### config.mk
export PLATFORM = sky130hd
export DESIGN_NAME = vfifo_sc_ctrl
export DESIGN_NICKNAME = d
export VERILOG_FILES = /design/src/rtl/vfifo_pkg.sv /design/src/rtl/vfifo_out_buf.sv /design/src/rtl/vfifo_sc_ctrl.sv
export SDC_FILE = /design/constraint.sdc
export NUM_CORES = 1
export LEC_CHECK = 0
export CORE_MARGIN = 2
export CORE_UTILIZATION = 50
export CTS_CLUSTER_SIZE = 28
export DETAILED_ROUTE_END_ITERATION = 16
export GPL_TIMING_DRIVEN = 0
export PLACE_DENSITY = 0.81
export SLEW_MARGIN = 20
export SYNTH_ARGS = -nofsm -noshare
export SYNTH_HDL_FRONTEND = slang
export SYNTH_SLANG_ARGS = --single-unit
### constraint.sdc
create_clock -name clk -period 3.55 [get_ports clk]
set_input_delay 0.5325 -clock clk [delete_from_list [all_inputs] [get_ports clk]]
set_output_delay 0.5325 -clock clk [all_outputs]
set_load 0.03 [all_outputs]
### src/rtl/vfifo_pkg.sv
// vfifo_pkg: shared FIFO constants, pointer width helper, and wrap-bit full/empty compares.
package vfifo_pkg;
  localparam int OUT_DEPTH = 2;
  localparam int CNT_W = $clog2(OUT_DEPTH + 1);
  localparam int PTR_MAX = 32;
  function automatic int ptr_w(input int aw);
    return aw + 1;
  endfunction
  function automatic logic ptr_empty(input logic [PTR_MAX-1:0] wp, input logic [PTR_MAX-1:0] rp);
    return wp == rp;
  endfunction
  function automatic logic ptr_full(input logic [PTR_MAX-1:0] wp, input logic [PTR_MAX-1:0] rp, input int aw);
    return (wp ^ rp) == (PTR_MAX'(1) << aw);
  endfunction
endpackage

### src/rtl/vfifo_out_buf.sv
// vfifo_out_buf: 2-entry main/skid pop buffer (in: clk rst load load_dat pop; out: m_valid m_dat out_cnt).
module vfifo_out_buf import vfifo_pkg::*; #(
  parameter int DATA_WIDTH = 8
) (
  input  logic                  clk,
  input  logic                  rst,
  input  logic                  load,
  input  logic [DATA_WIDTH-1:0] load_dat,
  input  logic                  pop,
  output logic                  m_valid,
  output logic [DATA_WIDTH-1:0] m_dat,
  output logic [CNT_W-1:0]      out_cnt
);
  logic [DATA_WIDTH-1:0] main_q, skid_q;
  logic [CNT_W-1:0] cnt_sh;
  assign cnt_sh = out_cnt - CNT_W'(pop);
  assign m_valid = !rst && out_cnt != '0;
  assign m_dat = rst ? '0 : main_q;
  always_ff @(posedge clk) begin
    if (rst) begin
      out_cnt <= '0;
      main_q <= '0;
      skid_q <= '0;
    end else begin
      out_cnt <= cnt_sh + CNT_W'(load);
      main_q <= load && cnt_sh == '0 ? load_dat : pop ? skid_q : main_q;
      skid_q <= load && cnt_sh != '0 ? load_dat : skid_q;
    end
  end
endmodule

### src/rtl/vfifo_sc_ctrl.sv
// vfifo_sc_ctrl: single-clock FWFT FIFO controller (push s_*, pop m_*, count; drives RAM port A write / port B read).
module vfifo_sc_ctrl import vfifo_pkg::*; #(
  parameter int DATA_WIDTH = 8,
  parameter int ADDR_WIDTH = 9
) (
  input  logic                  clk,
  input  logic                  rst,
  input  logic [DATA_WIDTH-1:0] s_dat,
  input  logic                  s_valid,
  output logic                  s_ready,
  output logic [DATA_WIDTH-1:0] m_dat,
  output logic                  m_valid,
  input  logic                  m_ready,
  output logic [ADDR_WIDTH+1:0] count,
  output logic [ADDR_WIDTH-1:0] ram_adr_a,
  output logic [DATA_WIDTH-1:0] ram_d_a,
  output logic                  ram_we_a,
  output logic [ADDR_WIDTH-1:0] ram_adr_b,
  output logic                  ram_we_b,
  input  logic [DATA_WIDTH-1:0] ram_q_b
);
  localparam int PW = ptr_w(ADDR_WIDTH);
  localparam int LW = CNT_W + 1;
  localparam int CW = ADDR_WIDTH + 2;
  logic [PW-1:0] wr_ptr, rd_ptr, ptr_diff;
  logic rd_pend, ram_empty, ram_full, push, pop, issue;
  logic [CNT_W-1:0] out_cnt;
  logic [LW-1:0] lvl;
  assign ram_empty = ptr_empty(PTR_MAX'(wr_ptr), PTR_MAX'(rd_ptr));
  assign ram_full = ptr_full(PTR_MAX'(wr_ptr), PTR_MAX'(rd_ptr), ADDR_WIDTH);
  assign s_ready = !ram_full && !rst;
  assign push = s_valid && s_ready;
  assign pop = m_valid && m_ready;
  assign lvl = LW'(out_cnt) + LW'(rd_pend) - LW'(pop);
  assign issue = !ram_empty && lvl < LW'(OUT_DEPTH);
  assign ram_adr_a = wr_ptr[ADDR_WIDTH-1:0];
  assign ram_d_a = s_dat;
  assign ram_we_a = push;
  assign ram_adr_b = rd_ptr[ADDR_WIDTH-1:0];
  assign ram_we_b = 1'b0;
  assign ptr_diff = wr_ptr - rd_ptr;
  assign count = rst ? '0 : CW'(ptr_diff) + CW'(rd_pend) + CW'(out_cnt);
  always_ff @(posedge clk) begin
    if (rst) begin
      wr_ptr <= '0;
      rd_ptr <= '0;
      rd_pend <= 1'b0;
    end else begin
      wr_ptr <= wr_ptr + PW'(push);
      rd_ptr <= rd_ptr + PW'(issue);
      rd_pend <= issue;
    end
  end
  vfifo_out_buf #(.DATA_WIDTH(DATA_WIDTH)) u_out_buf (
    .clk(clk),
    .rst(rst),
    .load(rd_pend),
    .load_dat(ram_q_b),
    .pop(pop),
    .m_valid(m_valid),
    .m_dat(m_dat),
    .out_cnt(out_cnt)
  );
endmodule

; After elaboration in Yosys (flattened, before gate mapping)
; Cells that the tools add are included.
[classes]
div = 0
n_shift = 0
n_eq_ne = 2
add_sub_neg = 9
bitwise_logic = 1
n_reduce_logical = 14
mul = 0
mux = 4
n_lt_le_gt_ge = 1
[ops]
columns = operator, count
row1 = 8-bit two-way mux, 3
row2 = 10-bit by 1-bit adder with 10-bit output, 2
row3 = 10-bit by 1-bit adder with 11-bit output, 1
row4 = 11-bit by 2-bit adder with 11-bit output, 1
row5 = 11-bit two-way mux, 1
row6 = 10-bit == test, 1
row7 = 10-bit == test (second input constant), 1
row8 = 10-bit subtractor, 1
row9 = 10-bit XOR, 1
row10 = 1-bit logical AND, 7
row11 = 2-bit nonzero test, 3
row12 = 2-bit by 1-bit adder with 3-bit output, 1
row13 = 1-bit logical NOT, 3
row14 = 3-bit by 2-bit less-than comparator with 1-bit output (second input constant), 1
row15 = 3-bit by 1-bit subtractor with 3-bit output, 1
row16 = 2-bit by 1-bit adder with 2-bit output, 1
row17 = 2-bit logical NOT, 1
row18 = 2-bit by 1-bit subtractor with 2-bit output, 1
[word_totals]
input_bits = 20
latchBits = 0
memories = 0
romBits = 0
elab_cells = 37
mem_bits_rw = 0
out_inout_bits = 49
regBits = 39

; Longest topological paths before layout
; Gate-level depths: netlist of run 1.
[logic_depth]
ltp_word = 7
mapped_depth = 16
ltp_nobuf = 16

; Cells and area by module
; A second synthesis of run 1 with hierarchy kept.
[hier_totals]
cells_unflattened = 336
area_unflattened_um2 = 2869.0
[by_module_without_submodules]
columns = mod, area_each_um2, seq_area_each_um2, instances, cells_per_inst
row1 = vfifo_sc_ctrl, 1950.6, 420.4, 1, 243
row2 = vfifo_out_buf, 918.4, 360.3, 1, 93

; Worst setup path after synthesis of run 1
; Ideal clock, no wire load.
[synth_timing]
path_type = input to register
startpoint = input port rst
endpoint = register rd_ptr[7]
required_ps = 3422
path_slack_ps = 88
path_buffers = 0
path_stages = 15
setup_time_ps = 128
t_arrival_ps = 3334
cell_sequence = a21oi_1 -> nand2_1 -> clkinv_1 -> ha_1 -> inv_1 -> nand2_1 -> fa_1 -> xnor2_1 -> nand2_1 -> a21oi_1 -> ha_1 -> and3_1 -> nand3_1 -> xnor2_1 -> nor2_1
[synth_via]
elab_chain_len = 7
[synth_lines]
columns = item, line
row1 = from (decl), vfifo_sc_ctrl.sv:7  ; input logic rst,
row2 = 1-bit logical NOT, vfifo_out_buf.sv:17  ; assign m_valid = !rst && out_cnt != '0;
row3 = 1-bit logical AND, vfifo_out_buf.sv:17
row4 = 1-bit logical AND, vfifo_sc_ctrl.sv:33  ; assign pop = m_valid && m_ready;
row5 = 3-bit by 1-bit subtractor with 3-bit output, vfifo_sc_ctrl.sv:34  ; assign lvl = LW'(out_cnt) + LW'(rd_pend) - LW'(pop);
row6 = 3-bit by 2-bit less-than comparator with 1-bit output, vfifo_sc_ctrl.sv:35  ; assign issue = !ram_empty && lvl < LW'(OUT_DEPTH);
row7 = 1-bit logical AND, vfifo_sc_ctrl.sv:35
row8 = via issue, vfifo_sc_ctrl.sv:26  ; logic rd_pend, ram_empty, ram_full, push, pop, issue;
row9 = 10-bit by 1-bit adder with 10-bit output, vfifo_sc_ctrl.sv:50  ; rd_ptr <= rd_ptr + PW'(issue);
row10 = to (signal assigned), vfifo_sc_ctrl.sv:50
row11 = to (decl), vfifo_sc_ctrl.sv:25  ; logic [PW-1:0] wr_ptr, rd_ptr, ptr_diff;
; The timed path passes the listed nets, and every way through them passes these cells.
; A chain may end at the register's enable or synchronous reset.

; Worst setup path after layout of run 1
[layout_timing]
startpoint = register rd_ptr[0]
endpoint = output port count[7]
[layout_via]
elab_chain_len = 4
[layout_lines]
columns = item, line
row1 = 10-bit subtractor, vfifo_sc_ctrl.sv:41  ; assign ptr_diff = wr_ptr - rd_ptr;
row2 = 10-bit by 1-bit adder with 11-bit output, vfifo_sc_ctrl.sv:42  ; assign count = rst ? '0 : CW'(ptr_diff) + CW'(rd_pend) + CW'(out_cnt);
row3 = 11-bit by 2-bit adder with 11-bit output, vfifo_sc_ctrl.sv:42
row4 = 11-bit two-way mux, vfifo_sc_ctrl.sv:42
row5 = to (decl), vfifo_sc_ctrl.sv:14  ; output logic [ADDR_WIDTH+1:0] count,
; Every way passes these cells.

==> metrics.txt, run 1 <==
Netlist Area Pre-Place 2750 sq um; fin. max-slew vios 0; post-synth top area share between 20% and 30%; Cells after Synth around 340; ys async rst share 0%; Multi-input gate area 1670 sq um; total number of vias about 2400; Post-synth top flop dfxtp_1; Horiz. Die Dim around 78 um; Worst setup SP type register; vias per inst 5.12; global-route wire length before repair 10.2 mm; die height slightly below 80 um; Starting Density a little over half; Tcrit/Tclk final 94.4%; worst vdd ir about 0.00028 V; worst slew pin tran 0.580 ns; # rows 26; fin util 68.0%; RSZ-0062 raised after global routing false; IO Count between 60 and 70; die area 6100 sq um; Antenna Cells 0; warnings from Yosys 0; H-tree depth 2; aggregate global-route resource usage 20.9%; clk sinks 39; relative slew slack about 61%; commonest cells after routing, fill and taps aside 49 x clkdlybuf4s50_1, 45 x nor2_1, 39 x dfxtp_1, 29 x buf_4, 27 x nand2_1; Mapped Nets 378; vias in the first global route 2296; met1 wire length 2.88 mm; Filler cells 464; WP data required between 3 and 4 ns; Static Leak approximately 1.6 nW; Post-synth EDFFs 0; Mean Syn Cell Area 8.15 sq um; CP arrival 2.82 ns; final wirelength 6.17 mm; Crit Path Category register to output pin; cell accounting for the most synthesized area dfxtp_1; largest net degree at the start of global routing 13; Max Cap Viol 0; Max Clock Freq 298 MHz; 1st-pass router iterations 4; PwrDens between 400 and 500 nW/um^2; setup TNS 0 ns; total grt overflow 0; share of cells above drive strength 1 ~14%; Layout Skew 0.00513 ns; CP max FO 6; FF+latch count, synth 39; core area 5200 sq um; max layer used met4; R2R Setup Slk 0.37 ns; Clock Tree Buf Depth 2; TritonCTS buffer count 5; Clock Pin Slew Worst Setup and Hold Paths around 0.08 ns; worst hold path class register to register; post-synthesis sequential area ratio 28.4%; met3 WL post-DR 220 um; final hold violation count 0; dpl hpwl between 4 and 5 mm; Syn-to-layout area delta 28.8%; residual DRC count 0; routability cong. 0.869; Final setup viols 0; WL/cell 13.0 um; Skew-Pair Late Insertion Delay 0.29 ns; Routed Antenna Nets 0; cts-stage hold buffer count 0; CTS tree built; crit end category output pin; most area-consuming cells after synthesis dfxtp_1 28%, ha_1 7.7%, buf_4 7.4%; fin nets 445; area taken by flip-flops and latches 781 sq um; post-synth cell types 48; met2 wire length 3.01 mm; Iter 0 DRT Violations 68; Root Driver clkbuf_8; most common cell after layout, fill and taps aside clkdlybuf4s50_1; initial antenna violation count 0; outcome completed; Tmin final 3.35 ns; IO Port Bufs 59
==> what timing repair did <==
item,CTS,global route
pin swaps,0,3
endpoints found under the setup margin,15,15
setup buffers,0,1
gates resized for setup,13,20
==> worst max-delay path, stage by stage, from the launching register on <==
cell and delay [ns]:
dfxtp_1 0.37, ha_2 0.21, inv_1 0.05, fa_2 0.37, a211oi_4 0.36, o21ai_1 0.12
and4bb_2 0.34, nand3_1 0.10, xnor2_1 0.13, nor2_1 0.07, dlygate4sd2_1 0.40
==> flip-flops by register name, indices dropped and copies added (netlist names) <==
name / count
rd_pend: 1
rd_ptr: 10
u_out_buf.main_q: 8
u_out_buf.out_cnt: 2
u_out_buf.skid_q: 8
wr_ptr: 10
==> cells in the mapped netlist (all sizes together), types with 3 or more instances <==
| master | n |
|---|---|
| nor2 | 45 |
| dfxtp | 39 |
| buf | 29 |
| nand2 | 28 |
| nand3 | 19 |
| inv | 18 |
| ha | 17 |
| nor2b | 17 |
| xnor2 | 17 |
| a21oi | 11 |
| mux2i | 10 |
| xor2 | 10 |
| o21ai | 9 |
| a311oi | 8 |
| clkbuf | 8 |
| and2 | 7 |
| nor3 | 7 |
| and3 | 4 |
| fa | 4 |
| a21o | 3 |
| or3 | 3 |
==> layer usage <==
layer	up-vias	track usage, %
li1	1232	-
met1	1130	26.0
met2	61	37.3
met3	7	3.45
met4	0	5.79
met5	-	0
==> layout make-up <==
type                            instances  area share [%]
Sequential cell                        39            22.1
Clock buffer                            6            2.05
Tap cell                               70            2.48
Buffer                                 37            7.04
Timing Repair Buffer                   60            16.6
Clock inverter                          2           0.354
Multi-Input combinational cell        242            47.3
Inverter                               19            2.09
==> metrics by stage <==
| stage | std cells | power [mW] | setup WS [ns] | hold slack [ns] | instance area [sq um] |
|---|---|---|---|---|---|
| finish | 475 | 1.74 | 0.200 | 0.480 | 3540 |
| global route | 475 | 1.87 | 0.0584 | 0.499 | 3540 |
| CTS | 474 | 1.73 | 0.000983 | 0.481 | 3520 |
| detailed placement | 466 | 1.44 | -0.516 | 0.468 | 3430 |
| global placement | 466 | 1.42 | -0.478 | 0.462 | 3430 |
| floorplan | 337 | 1.19 | 0.0884 | 0.454 | 2750 |
==> kinds of logic after synthesis <==
logic type / after synthesis / share of synthesized area, %
compound gates: 41 / 10.6
flops: 39 / 28.4
mux: 10 / 3.64
buf+inv: 56 / 11.7
other cells: 1 / 0.136
xor+xnor: 27 / 8.61
fa+ha+maj: 21 / 10.7
simple gates: 142 / 26.3
==> power breakdown <==
group | switching, mW | leakage, nW | internal, mW
logic | 0.500 | 1.20 | 0.400
clock network | 0.155 | 0.0412 | 0.137
registers | 0.0441 | 0.316 | 0.506
total | 0.699 | 1.56 | 1.04
==> final timing paths <==
kind,startpoint,end,cells past startpoint
max reg2reg,u_out_buf.out_cnt[1]$_SDFF_PP0_,rd_ptr[7]$_SDFF_PP0_,16
min reg2reg,u_out_buf.main_q[6]$_SDFFE_PP0P_,u_out_buf.main_q[6]$_SDFFE_PP0P_,2
min,u_out_buf.main_q[6]$_SDFFE_PP0P_,u_out_buf.main_q[6]$_SDFFE_PP0P_,2
max,rd_ptr[0]$_SDFF_PP0_,count[7],10
Note: power is estimated with default switching activity, not from simulation.
==> inputs of run 2 (changes only) <==
--- a/config.mk
+++ b/config.mk
@@ -7,6 +7,7 @@
 export LEC_CHECK = 0
 export CORE_MARGIN = 2
 export CORE_UTILIZATION = 50
+export CTS_CLUSTER_DIAMETER = 40
 export CTS_CLUSTER_SIZE = 28
 export DETAILED_ROUTE_END_ITERATION = 16
 export GPL_TIMING_DRIVEN = 0
==> results of run 2 <==
The final DEF is identical to that of run 1; final timing and power are the same.
==> inputs of run 3 (changes only) <==
--- a/config.mk
+++ b/config.mk
@@ -5,6 +5,7 @@
 export SDC_FILE = /design/constraint.sdc
 export NUM_CORES = 1
 export LEC_CHECK = 0
+export CAP_MARGIN = 25
 export CORE_MARGIN = 2
 export CORE_UTILIZATION = 50
 export CTS_CLUSTER_DIAMETER = 40
==> results of run 3 <==
The final DEF is identical to that of run 1; final timing and power are the same.
